--- src/rtl/vram_arbiter_if.sv ---
// CPU request/ack bus plus the single-port framebuffer memory bus shared by the arbiter.
// The master side is the environment (CPU requester and RAM); the slave side is the arbiter.
interface vram_arbiter_if #(
  parameter int AW = 15,
  parameter int DW = 12
);
  logic          cpu_req;
  logic          cpu_we;
  logic [AW-1:0] cpu_addr;
  logic [DW-1:0] cpu_wdata;
  logic          cpu_ack;
  logic [DW-1:0] cpu_rdata;
  logic [AW-1:0] mem_addr;
  logic          mem_we;
  logic [DW-1:0] mem_wdata;
  logic [DW-1:0] mem_rdata;

  modport master (
    output cpu_req, cpu_we, cpu_addr, cpu_wdata, mem_rdata,
    input  cpu_ack, cpu_rdata, mem_addr, mem_we, mem_wdata
  );

  modport slave (
    input  cpu_req, cpu_we, cpu_addr, cpu_wdata, mem_rdata,
    output cpu_ack, cpu_rdata, mem_addr, mem_we, mem_wdata
  );
endinterface

--- src/rtl/vram_arbiter.sv ---
// Shares a synchronous-read VRAM between fixed display fetch slots and a CPU req/ack port.
// Pixel data and syncs leave two cycles behind the timing inputs.
module vram_arbiter #(
  parameter int HRES  = 640,
  parameter int VRES  = 480,
  parameter int SHIFT = 2,
  parameter int AW    = 15,
  parameter int DW    = 12
) (
  input  logic          pclk,
  input  logic          rst,
  input  logic          display_en,
  input  logic [9:0]    vga_x,
  input  logic [8:0]    vga_y,
  input  logic          hs_in,
  input  logic          vs_in,
  vram_arbiter_if.slave bus,
  output logic [DW-1:0] pix_rgb,
  output logic          hs_out,
  output logic          vs_out
);
  localparam int          FB_W  = HRES >> SHIFT;
  localparam int          FB_H  = VRES >> SHIFT;
  localparam int unsigned DEPTH = FB_W * FB_H;

  typedef enum logic [1:0] {IDLE, ISSUE, WAIT_RD, ACK} state_t;

  state_t        state;
  logic [AW-1:0] cap_addr;
  logic          cap_we;
  logic [DW-1:0] cap_wdata;
  logic          slot;
  logic          slot_d1;
  logic          en_d1;
  logic          hs_d1;
  logic          vs_d1;
  logic [DW-1:0] latch;
  logic          in_range;
  logic [AW-1:0] pix_addr;

  assign slot     = display_en && (vga_x[SHIFT-1:0] == '0);
  assign pix_addr = AW'(AW'(vga_y >> SHIFT) * AW'(FB_W) + AW'(vga_x >> SHIFT));
  assign in_range = (32'(cap_addr) < DEPTH);

  // A display slot always owns the port; the CPU only drives it while in ISSUE.
  always_comb begin
    bus.mem_addr  = cap_addr;
    bus.mem_we    = 1'b0;
    bus.mem_wdata = cap_wdata;
    if (slot) begin
      bus.mem_addr = pix_addr;
    end else if (state == ISSUE) begin
      bus.mem_we = cap_we && in_range;
    end
  end

  always_ff @(posedge pclk or posedge rst) begin
    if (rst) begin
      state         <= IDLE;
      bus.cpu_ack   <= 1'b0;
      bus.cpu_rdata <= '0;
      cap_addr      <= '0;
      cap_we        <= 1'b0;
      cap_wdata     <= '0;
    end else begin
      bus.cpu_ack <= 1'b0;
      case (state)
        IDLE: begin
          if (bus.cpu_req) begin
            cap_addr  <= bus.cpu_addr;
            cap_we    <= bus.cpu_we;
            cap_wdata <= bus.cpu_wdata;
            state     <= ISSUE;
          end
        end
        ISSUE: begin
          if (!slot) begin
            if (cap_we) begin
              state       <= ACK;
              bus.cpu_ack <= 1'b1;
            end else begin
              state <= WAIT_RD;
            end
          end
        end
        WAIT_RD: begin
          bus.cpu_rdata <= in_range ? bus.mem_rdata : '0;
          bus.cpu_ack   <= 1'b1;
          state         <= ACK;
        end
        ACK: state <= IDLE;
        default: state <= IDLE;
      endcase
    end
  end

  // pix_rgb is the second delay stage, so it is fed from the value the latch is about to take.
  always_ff @(posedge pclk or posedge rst) begin
    if (rst) begin
      slot_d1 <= 1'b0;
      en_d1   <= 1'b0;
      hs_d1   <= 1'b0;
      vs_d1   <= 1'b0;
      hs_out  <= 1'b0;
      vs_out  <= 1'b0;
      latch   <= '0;
      pix_rgb <= '0;
    end else begin
      slot_d1 <= slot;
      en_d1   <= display_en;
      hs_d1   <= hs_in;
      vs_d1   <= vs_in;
      hs_out  <= hs_d1;
      vs_out  <= vs_d1;
      if (slot_d1) begin
        latch <= bus.mem_rdata;
      end
      pix_rgb <= en_d1 ? (slot_d1 ? bus.mem_rdata : latch) : '0;
    end
  end
endmodule

--- src/flat_wrapper.sv ---
// flat-port wrapper written by rule: the top's interface ports become plain ports
module vram_arbiter_flat 
#(
  parameter int HRES  = 640,
  parameter int VRES  = 480,
  parameter int SHIFT = 2,
  parameter int AW    = 15,
  parameter int DW    = 12
)
  (pclk, rst, display_en, vga_x, vga_y, hs_in, vs_in, pix_rgb, hs_out, vs_out, bus_cpu_req, bus_cpu_we, bus_cpu_addr, bus_cpu_wdata, bus_mem_rdata, bus_cpu_ack, bus_cpu_rdata, bus_mem_addr, bus_mem_we, bus_mem_wdata);
  vram_arbiter_if #(.AW(AW), .DW(DW)) bus_i ();
  input  logic pclk;
  input  logic rst;
  input  logic display_en;
  input  logic [9:0] vga_x;
  input  logic [8:0] vga_y;
  input  logic hs_in;
  input  logic vs_in;
  output logic [DW-1:0] pix_rgb;
  output logic hs_out;
  output logic vs_out;
  input wire logic [$bits(bus_i.cpu_req)-1:0] bus_cpu_req;
  input wire logic [$bits(bus_i.cpu_we)-1:0] bus_cpu_we;
  input wire logic [$bits(bus_i.cpu_addr)-1:0] bus_cpu_addr;
  input wire logic [$bits(bus_i.cpu_wdata)-1:0] bus_cpu_wdata;
  input wire logic [$bits(bus_i.mem_rdata)-1:0] bus_mem_rdata;
  output wire logic [$bits(bus_i.cpu_ack)-1:0] bus_cpu_ack;
  output wire logic [$bits(bus_i.cpu_rdata)-1:0] bus_cpu_rdata;
  output wire logic [$bits(bus_i.mem_addr)-1:0] bus_mem_addr;
  output wire logic [$bits(bus_i.mem_we)-1:0] bus_mem_we;
  output wire logic [$bits(bus_i.mem_wdata)-1:0] bus_mem_wdata;
  assign bus_i.cpu_req = bus_cpu_req;
  assign bus_i.cpu_we = bus_cpu_we;
  assign bus_i.cpu_addr = bus_cpu_addr;
  assign bus_i.cpu_wdata = bus_cpu_wdata;
  assign bus_i.mem_rdata = bus_mem_rdata;
  assign bus_cpu_ack = bus_i.cpu_ack;
  assign bus_cpu_rdata = bus_i.cpu_rdata;
  assign bus_mem_addr = bus_i.mem_addr;
  assign bus_mem_we = bus_i.mem_we;
  assign bus_mem_wdata = bus_i.mem_wdata;
  vram_arbiter #(.HRES(HRES), .VRES(VRES), .SHIFT(SHIFT), .AW(AW), .DW(DW)) u_core (.pclk(pclk), .rst(rst), .display_en(display_en), .vga_x(vga_x), .vga_y(vga_y), .hs_in(hs_in), .vs_in(vs_in), .bus(bus_i), .pix_rgb(pix_rgb), .hs_out(hs_out), .vs_out(vs_out));
endmodule
--- config.mk ---
export PLATFORM = sky130hd
export DESIGN_NAME = vram_arbiter_flat
export DESIGN_NICKNAME = d
export VERILOG_FILES = /design/src/rtl/vram_arbiter_if.sv /design/src/rtl/vram_arbiter.sv /design/src/flat_wrapper.sv
export SDC_FILE = /design/constraint.sdc
export NUM_CORES = 1
export LEC_CHECK = 0
export ABC_AREA = 1
export BUFFER_PORTS_ARGS = -buffer_cell sky130_fd_sc_hd__buf_4
export CAP_MARGIN = 10
export CELL_PAD_IN_SITES_DETAIL_PLACEMENT = 1
export CELL_PAD_IN_SITES_GLOBAL_PLACEMENT = 2
export CORE_MARGIN = 4
export CORE_UTILIZATION = 29
export CTS_CLUSTER_SIZE = 14
export DETAILED_ROUTE_END_ITERATION = 8
export PLACE_DENSITY = 0.81
export SLEW_MARGIN = 20
export SYNTH_ARGS = -nofsm -noshare
export SYNTH_HDL_FRONTEND = slang
export SYNTH_SLANG_ARGS = --single-unit
export TNS_END_PERCENT = 20
--- constraint.sdc ---
create_clock -name pclk -period 2.7 [get_ports pclk]
set_input_delay 0.27 -clock pclk [delete_from_list [all_inputs] [get_ports pclk]]
set_output_delay 0.27 -clock pclk [all_outputs]
set_load 0.01 [all_outputs]
==> summary.txt, run 1 <==
===============================================================================================
Run status                                                                            completed
Syn_area_per_cell                                                                      9.36 um2
Endpoint, Worst Hold                                                               u_core.hs_d1
Gp weighted congestion                                                                    0.739
Skew final                                                                            0.0103 ns
Final setup margin                                                                     0.122 ns
Worst-Skew Late Latency                                                                 0.34 ns
Worst slew margin relative to its limit                                                   67.2%
Remaining antenna violation count                                                             0
Antenna cell count                                                                            0
Total half-perimeter wirelength after legalization and detailed placement               7.15 mm
Cell Count, Final, Fillers Out                                                              639
Count of unresolved DRC violations after routing                                              0
Launch point of the worst hold path                                                       hs_in
Worst-path fanout max                                                                         3
Number of nets in the layout                                                                575
Worst path arrival time                                                                 2.31 ns
First-pass DRT Iterations                                                                     4
Hold Path Class                                                                    input port to flip-flop
Setup violators final                                                                         0
I/O Buffers                                                                                 117
Crit end category                                                                  primary output
Total number of vias                                                                      2,912
Post-synthesis sequential area ratio                                                      53.2%
Flop and latch count out of synthesis                                                        73
Largest net degree at the start of global routing                                            53
Post-synthesis to final-layout area growth                                                39.8%
TritonCTS clock tree                                                                        yes
Worst reg-to-reg setup slack                                                            0.95 ns
Drt initial violations                                                                      117
Final Power                                                                             4.34 mW
Average routed wire per standard cell                                                   15.0 um
Maximum root-to-sink buffer count                                                             2
TritonCTS buffer count                                                                        9
Max-cap violation count                                                                       0
Number of pins exceeding their max-slew limit in the final report                             0
R2r endpoint                                                                       u_core.cap_addr[3]
Met3 demand-to-capacity share in global routing                                           4.94%
Die span in y                                                                            117 um
Worst setup slack after placement                                                     0.0619 ns
Post-route minimum period                                                               2.58 ns
Boundary Pins                                                                               120
Worst Tran Pin Value                                                                   0.492 ns
Clock input transition at the sequential cells of the worst setup and hold paths        0.06 ns
Horiz. Die Dim                                                                           117 um
Logic depth of the worst register-to-register path                                            5
Most area-hungry cell type in the Yosys netlist                                         dfrtp_1
Clk Tree Root Cell                                                                    clkbuf_16
Clk sink count                                                                               73
Kind of launch point of the worst setup path                                         input port
Number of instances in the placed design                                                    620
PD cells                                                                             905 nW/um2
Grt peak-use layer                                                                         met2
Total die area                                                                       13,600 um2
Number of stages on the worst hold path                                                       1
Leak                                                                                    2.48 nW
Number of antenna violations at the first check in global routing                             0
Number of endpoints with negative hold slack in the final report                              0
Most area-consuming cells after synthesis                                          dfrtp_1 (53%), nand2_1 (13%), mux2_2 (7.2%)
Required arrival time at the worst endpoint                                             2.43 ns
Met1 Usage GRT                                                                            17.1%
Critical Setup Path Class                                                          input port to primary output
Synthesized area                                                                       3430 um2
Upper clock frequency limit                                                             388 MHz
Worst r2r src                                                                      u_core.state[1]
Final cell utilization of the core                                                        41.7%
Proportion of netlist area held by the largest area contributor                           53.2%
Wire length of the first global-routing pass                                            15.2 mm
Number of standard cells after synthesis                                                    367
Final cycle utilization of the critical path                                              95.5%
Total grt overflow                                                                            0
Peak VDD IR                                                                          0.000558 V
Synthesis warning total                                                                       0
CORE AREA                                                                            11,500 um2
Via count of the first global-routing pass                                                3,139
Initial core utilization                                                                  29.8%
Number of vias per cell                                                                    4.56
Number of rows created at floorplan                                                          39
Layout cell share with drive strength beyond 1                                            36.1%
Final wirelength                                                                        9.56 mm
H-tree lvl count                                                                              3
Met2 track demand over resource                                                           23.9%
Count of distinct cell types in the synthesized netlist                                      25
Synthesized net count                                                                       451
Overall Global Routing Usage                                                              14.4%
===============================================================================================
-- sequential cells by signal, indices dropped and copies added, names as in the netlist --
| name | flops |
|---|---|
| u_core.cap_addr | 15 |
| u_core.bus.cpu_rdata | 12 |
| u_core.bus.mem_wdata | 12 |
| u_core.latch | 12 |
| u_core.pix_rgb | 12 |
| u_core.state | 2 |
| u_core.bus.cpu_ack | 1 |
| u_core.cap_we | 1 |
| u_core.en_d1 | 1 |
| u_core.hs_d1 | 1 |
| u_core.hs_out | 1 |
| u_core.slot_d1 | 1 |
| u_core.vs_d1 | 1 |
| u_core.vs_out | 1 |
-- power by group --
part | total (mW) | leakage (nW) | switching (mW) | internal [mW]
combinational | 1.65 | 1.46 | 0.849 | 0.805
clock | 1.08 | 0.128 | 0.466 | 0.619
sequential | 1.61 | 0.897 | 0.170 | 1.44
total | 4.34 | 2.48 | 1.49 | 2.86
-- worst max-delay path: stages --
cell and delay, ns:
buf_4 0.12, ha_1 0.29, ha_2 0.20, inv_1 0.08
fa_2 0.48, nor2_4 0.12, nand3_4 0.10, nor2_4 0.12
nand2_2 0.08, nor2_4 0.11, nand2_1 0.05, nand2_1 0.05
nand2_1 0.05, nand2_1 0.07, buf_4 0.12
-- cells in the mapped netlist (all sizes together) --
cell	number
buf	4
mux2	22
nor3	1
o22ai	4
fa	2
clkbuf	7
inv	31
nor2	21
o21ai	21
nand3	12
nand2	122
xor2	2
ha	17
a21oi	27
dfrtp	73
nand3b	1
-- per-stage QoR --
step                      setup TNS [ns]  area, um2  hold slack [ns]
after floorplan                        0       3430            0.301
after global placement                 0       4470            0.331
after detailed placement               0       4470            0.339
after CTS                              0       4750           0.0314
after global routing            -0.00966       4800           0.0262
final                                  0       4800           0.0439
-- timing repair --
action	CTS	global route
setup buffers	0	2
endpoints found under the hold margin	21	0
gates resized for setup	0	8
hold buffers	1	0
endpoints found under the setup margin	0	3
-- layout make-up --
type	count	area, um2
Fill cell	1359	6720
Sequential cell	73	1830
Multi-Input combinational cell	252	1460
Timing Repair Buffer	124	946
Clock buffer	9	225
Tap cell	143	179
Inverter	31	116
Clock inverter	7	46.3
-- cell families (layout without fill, tap and decap cells) --
family                     after synthesis  in the layout  synth area share, %
AOI/OAI and AO/OA                       52             52                 7.83
xor gates and xnor gates                 2              2                0.510
adders and majority gates               19             19                 7.36
buffers and inverters                   42            171                 5.21
DFF                                     73             73                 53.2
muxes                                   22             22                 7.21
and+or+nand+nor                        157            157                 18.7
-- how the worst max path moves through the flow --
stage | startpoint | endpoint | slack, ns | cells after the start
5_1_grt | vga_y[3] | bus_mem_addr[14] | -0.01 | 15
3_3_place_gp | vga_y[3] | bus_mem_addr[14] | 0.09 | 15
4_1_cts | vga_y[3] | bus_mem_addr[14] | 0.06 | 15
6_report | vga_y[3] | bus_mem_addr[14] | 0.12 | 15
2_1_floorplan | vga_y[3] | bus_mem_addr[14] | 0.44 | 13
3_5_place_dp | vga_y[3] | bus_mem_addr[14] | 0.06 | 15
-- cells in the final DEF, fill, tap and decap left out, types with 2 or more instances in the layout --
cell type and count:
nor2_4 4, buf_4 122, clkinv_2 3, mux2_2 22, xor2_1 2, o21ai_1 4, o22ai_1 4, o21ai_0 17
nor2_1 16, dfrtp_1 73, clkinvlp_4 3, clkbuf_16 9, ha_1 16, nand3_1 11, inv_2 3, nand2_2 6
a21oi_1 26, nand2_1 116, inv_1 28
-- routing by layer --
| metal | part of all wire, % | wire [um] | vias to the layer above |
|---|---|---|---|
| met4 | 2.6 | 250 | 0 |
| met5 | 0 | 0 | - |
| met1 | 41 | 3930 | 1393 |
| met2 | 50 | 4810 | 78 |
| met3 | 6.0 | 576 | 17 |
| li1 | - | - | 1424 |
Power figures use the tool's default switching activity.
==> run 2: changes to the inputs <==
CORE_ASPECT_RATIO = 1.75   (was default)
CTS_CLUSTER_SIZE = 24   (was 14)
==> run 2 against run 1 <==
  * Via count increased by 1.7%
  * Fmax grew 1.7%
  * Sequential cell count unchanged
  * Sequential power about the same
  * Wire length grew 3.3%
  * Critical endpoint is now bus_mem_addr[13]
  * Non-clock buffer count rose by 2
  * Utilization about the same
  * Critical path depth fell by 1
==> summary.txt, run 2 (synthesized netlist as in run 1, its figures left out) <==
===============================================================================================
Worst Tran Pin Value                                                                   0.435 ns
Upper clock frequency limit                                                             395 MHz
Stages on the worst setup path                                                               14
Antenna cell count                                                                            0
Seq pwr share                                                                             35.1%
Setup violators final                                                                         0
Count of unresolved DRC violations after routing                                              0
Share of total power consumed by net switching                                            32.4%
Peak VDD IR                                                                          0.000296 V
Total die area                                                                       13,700 um2
Stage delay of the slowest cell on the critical path                                    0.47 ns
Post-route minimum period                                                               2.53 ns
Overall Global Routing Usage                                                              14.9%
Crit end category                                                                  primary output
CP cell instances                                                                  buf_4, ha_1, ha_2, inv_1, fa_2, nor2_4, nand3_4, nor2_2, nand2_1, nor2_1, nand2_1, nand3_1, nand2_1, buf_4
Via count of the first global-routing pass                                                3,310
CORE AREA                                                                            11,600 um2
Worst slew margin relative to its limit                                                   71.0%
Tightest hold margin                                                                  0.0433 ns
Summed negative setup slack over all endpoints                                             0 ns
Final Power                                                                             4.55 mW
Final cycle utilization of the critical path                                              93.8%
First-pass DRT Iterations                                                                     4
Total grt overflow                                                                            0
Number of endpoints with negative hold slack in the final report                              0
Most frequent cells in the layout                                                  buf_4 (125), nand2_1 (117), dfrtp_1 (73), inv_1 (28), a21oi_1 (26)
Kind of launch point of the worst setup path                                         input port
Layout cell share with drive strength beyond 1                                            36.1%
Remaining antenna violation count                                                             0
Run status                                                                            completed
H-tree lvl count                                                                              3
Clock input transition at the sequential cells of the worst setup and hold paths        0.06 ns
Number of antenna violations at the first check in global routing                             0
Number of rows created at floorplan                                                          52
Number of stages on the worst hold path                                                       1
Average routed wire per standard cell                                                   15.6 um
Final wirelength                                                                        9.87 mm
Total internal power                                                                    3.08 mW
Worst-Skew Late Latency                                                                 0.33 ns
Required arrival time at the worst endpoint                                             2.43 ns
Initial core utilization                                                                  29.7%
Boundary Pins                                                                               120
TritonCTS clock tree                                                                        yes
Number of nets in the layout                                                                577
Leak                                                                                    2.52 nW
Wire length of the first global-routing pass                                            16.5 mm
Post-synthesis to final-layout area growth                                                40.7%
Most used cell along the critical path                                                  nand2_1
Clk Tree Root Cell                                                                    clkbuf_16
Total buffers and inverters traversed by the critical path                                    3
Power dissipated by switching net loads                                                 1.48 mW
Drt initial violations                                                                       65
Power share of the combinational group                                                    36.5%
Total half-perimeter wirelength after legalization and detailed placement               7.94 mm
Worst-path cell with the longest stage delay                                               fa_2
PD cells                                                                             943 nW/um2
Worst-path fanout max                                                                         3
TritonCTS buffer count                                                                        9
Most common cell after layout, fill and taps aside                                        buf_4
Worst path arrival time                                                                 2.26 ns
Total number of vias                                                                      2,962
Die span in y                                                                            152 um
Largest Register                                                                   u_core.cap_addr
Clk sink count                                                                               73
Number of pins exceeding their max-slew limit in the final report                             0
I/O Buffers                                                                                 117
Gp weighted congestion                                                                    0.782
Largest register FFs                                                                         15
Logic depth of the worst register-to-register path                                            5
Largest delay contributor family on the critical path                               adder cells
Setup repair after global routing missed its margin                                       false
Number of vias per cell                                                                    4.68
Clock group share of total power                                                          28.4%
Max-cap violation count                                                                       0
Skew final                                                                            0.0119 ns
Hold Path Class                                                                    input port to flip-flop
Maximum root-to-sink buffer count                                                             2
Largest net degree at the start of global routing                                            34
Horiz. Die Dim                                                                          90.3 um
Critical Setup Path Class                                                          input port to primary output
===============================================================================================
[run 2: power groups by stage]
stage          registers [mW]  logic (mW)  clock network (mW)
2_1_floorplan            1.67       0.847                   0
3_3_place_gp             1.60        1.65                   0
3_5_place_dp             1.62        1.69                   0
4_1_cts                  1.60        1.70                1.32
5_1_grt                  1.64        1.86                1.38
6_report                 1.60        1.66                1.29
[run 2: cell type report]
cell class	count	area (um2)
Timing Repair Buffer	126	948
Clock buffer	10	239
Inverter	31	116
Sequential cell	73	1830
Clock inverter	6	88.8
Tap cell	135	169
Multi-Input combinational cell	252	1440
Fill cell	1372	6750
[run 2: path summary, 6_finish.rpt]
path,from,endpoint,slack (ns)
setup / recovery,vga_y[3],bus_mem_addr[13],0.17
hold / removal,vs_in,u_core.vs_d1,0.04
setup reg to reg,u_core.state[1],u_core.cap_addr[2],0.92
hold reg to reg,u_core.vs_d1,u_core.vs_out,0.35
max in group asynchronous,rst,u_core.latch[0],1.43
min in group asynchronous,rst,u_core.pix_rgb[9],0.49
[run 2: what timing repair did]
action	CTS	global route
hold buffers	1	0
setup buffers	0	1
hold endpoints to repair	17	0
resized for setup	0	4
endpoints found under the setup margin	0	3
[run 2: per-layer routing]
layer,up-vias,wire [um],global-route usage [%],share of wire [%]
met5,-,0,0,0
met4,0,148,5.11,1.5
met3,11,389,2.82,3.9
met2,78,5850,29.9,59
met1,1444,3480,14.8,35
li1,1429,-,-,-
[run 2: per-stage QoR]
stage                     setup WS [ns]  area (um2)  std cells  utilization (%)
final                             0.166        4830        633             41.7
after global placement            0.104        4470        615             38.6
after CTS                        0.0680        4810        632             41.5
after floorplan                   0.442        3430        367                -
after detailed placement         0.0739        4470        615             38.6
after global routing            0.00627        4830        633             41.7
==> run 3: changes to the inputs <==
MAX_ROUTING_LAYER = met4   (was default)
==> run 3 against run 2 <==
  * Critical endpoint unchanged
  * Sequential share of layout area unchanged
  * Fmax about the same
  * Final cell count unchanged
  * First-iteration DRC count down 22%
==> summary.txt, run 3 (synthesized netlist as in run 1, its figures left out) <==
===============================================================================================
Run status                                                                            completed
Clock input transition at the sequential cells of the worst setup and hold paths        0.06 ns
Launch point of the worst hold path                                                       vs_in
Final cell utilization of the core                                                        41.7%
Clk Tree Root Cell                                                                    clkbuf_16
Number of pins exceeding their max-slew limit in the final report                             0
Leak                                                                                    2.52 nW
Worst setup slack after placement                                                     0.0739 ns
Largest delay contributor family on the critical path                               adder cells
Total die area                                                                       13,700 um2
Worst-Skew Late Latency                                                                 0.33 ns
Overall Global Routing Usage                                                              15.3%
Worst setup startpoint                                                                 vga_y[3]
Crit end category                                                                  primary output
Logic depth of the worst register-to-register path                                            5
Horiz. Die Dim                                                                          90.3 um
Number of nets in the layout                                                                577
Number of antenna violations at the first check in global routing                             0
PD cells                                                                             941 nW/um2
Summed negative setup slack over all endpoints                                             0 ns
Average routed wire per standard cell                                                   15.6 um
Skew final                                                                            0.0100 ns
CORE AREA                                                                            11,600 um2
Post-route design area                                                                 4830 um2
Final Power                                                                             4.55 mW
Total placed instance area                                                             4470 um2
Total number of vias                                                                      2,952
Number of stages on the worst hold path                                                       1
Number of rows created at floorplan                                                          52
Maximum root-to-sink buffer count                                                             2
Kind of launch point of the worst setup path                                         input port
Number of instances in the placed design                                                    615
Total buffers and inverters traversed by the critical path                                    3
Die span in y                                                                            152 um
Worst slew margin relative to its limit                                                   71.2%
Setup repair after global routing missed its margin                                       false
Worst-path cell with the longest stage delay                                               fa_2
Remaining antenna violation count                                                             0
Clk sink count                                                                               73
Final wirelength                                                                        9.86 mm
Via count of the first global-routing pass                                                3,315
Critical Setup Path Class                                                          input port to primary output
Number of vias per cell                                                                    4.66
Gp weighted congestion                                                                    0.793
Max-cap violation count                                                                       0
Setup violators final                                                                         0
Stage delay of the slowest cell on the critical path                                    0.47 ns
Initial core utilization                                                                  29.7%
I/O Buffers                                                                                 117
Post-route minimum period                                                               2.53 ns
Final setup margin                                                                     0.167 ns
Post-synthesis to final-layout area growth                                                40.7%
Antenna cell count                                                                            0
CP cell instances                                                                  buf_4, ha_1, ha_2, inv_1, fa_2, nor2_4, nand3_4, nor2_2, nand2_1, nor2_1, nand2_1, nand3_1, nand2_1, buf_4
Hold Path Class                                                                    input port to flip-flop
First-pass DRT Iterations                                                                     4
Wire length of the first global-routing pass                                            16.4 mm
Most used cell along the critical path                                                  nand2_1
Largest net degree at the start of global routing                                            34
Worst Tran Pin Value                                                                   0.432 ns
Most frequent cells in the layout                                                  buf_4 (125), nand2_1 (117), dfrtp_1 (73), inv_1 (28), a21oi_1 (26)
Layout cell share with drive strength beyond 1                                            36.1%
Required arrival time at the worst endpoint                                             2.43 ns
Drt initial violations                                                                       51
Total half-perimeter wirelength after legalization and detailed placement               7.94 mm
Worst-path fanout max                                                                         3
Cell Count, Final, Fillers Out                                                              633
Largest register FFs                                                                         15
Worst path arrival time                                                                 2.26 ns
Largest Register                                                                   u_core.cap_addr
Most common cell after layout, fill and taps aside                                        buf_4
Boundary Pins                                                                               120
TritonCTS clock tree                                                                        yes
Total grt overflow                                                                            0
Worst r2r src                                                                      u_core.state[1]
Peak VDD IR                                                                          0.000291 V
Upper clock frequency limit                                                             395 MHz
H-tree lvl count                                                                              3
Stages on the worst setup path                                                               14
Final cycle utilization of the critical path                                              93.8%
Count of unresolved DRC violations after routing                                              0
TritonCTS buffer count                                                                        9
Number of endpoints with negative hold slack in the final report                              0
Tightest hold margin                                                                  0.0427 ns
===============================================================================================
run 3: cell counts in the layout (fill, tap and decap cells not counted):
Identical to the previous run, type by type.
run 3: timing repair:
action	4_1_cts	5_1_grt
hold endpoints to repair	17	0
gates resized for setup	0	4
endpoints found under the setup margin	0	3
buffers inserted	0	1
hold buffers	1	0
run 3: metal layers:
metal / track usage [%] / share of wire, % / vias to the layer above
met3: 2.57 / 3.7 / 11
met1: 14.8 / 36 / 1432
li1: - / - / 1431
met4: 5.11 / 1.5 / 0
met5: - / 0 / -
met2: 30.0 / 59 / 78
run 3: layout make-up:
type	instances	area, um2
clock buffer	10	239
clock inverter	6	88.8
fill	1372	6750
inverter	31	116
multi-input combinational	252	1440
sequential	73	1830
tap	135	169
timing repair buffer	126	948
run 3: report_power, final:
part | internal, mW | switching (mW) | leakage, nW | total [mW]
clock network | 0.835 | 0.456 | 0.155 | 1.29
logic | 0.807 | 0.852 | 1.46 | 1.66
registers | 1.43 | 0.162 | 0.897 | 1.60
total | 3.08 | 1.47 | 2.52 | 4.55
run 3: path summary, 6_finish.rpt:
path | to | slack (ns)
min in group asynchronous | u_core.pix_rgb[9] | 0.49
min reg2reg | u_core.vs_out | 0.35
max reg2reg | u_core.cap_addr[2] | 0.92
max | bus_mem_addr[13] | 0.17
min | u_core.vs_d1 | 0.04
max in group asynchronous | u_core.bus.cpu_rdata[0] | 1.43
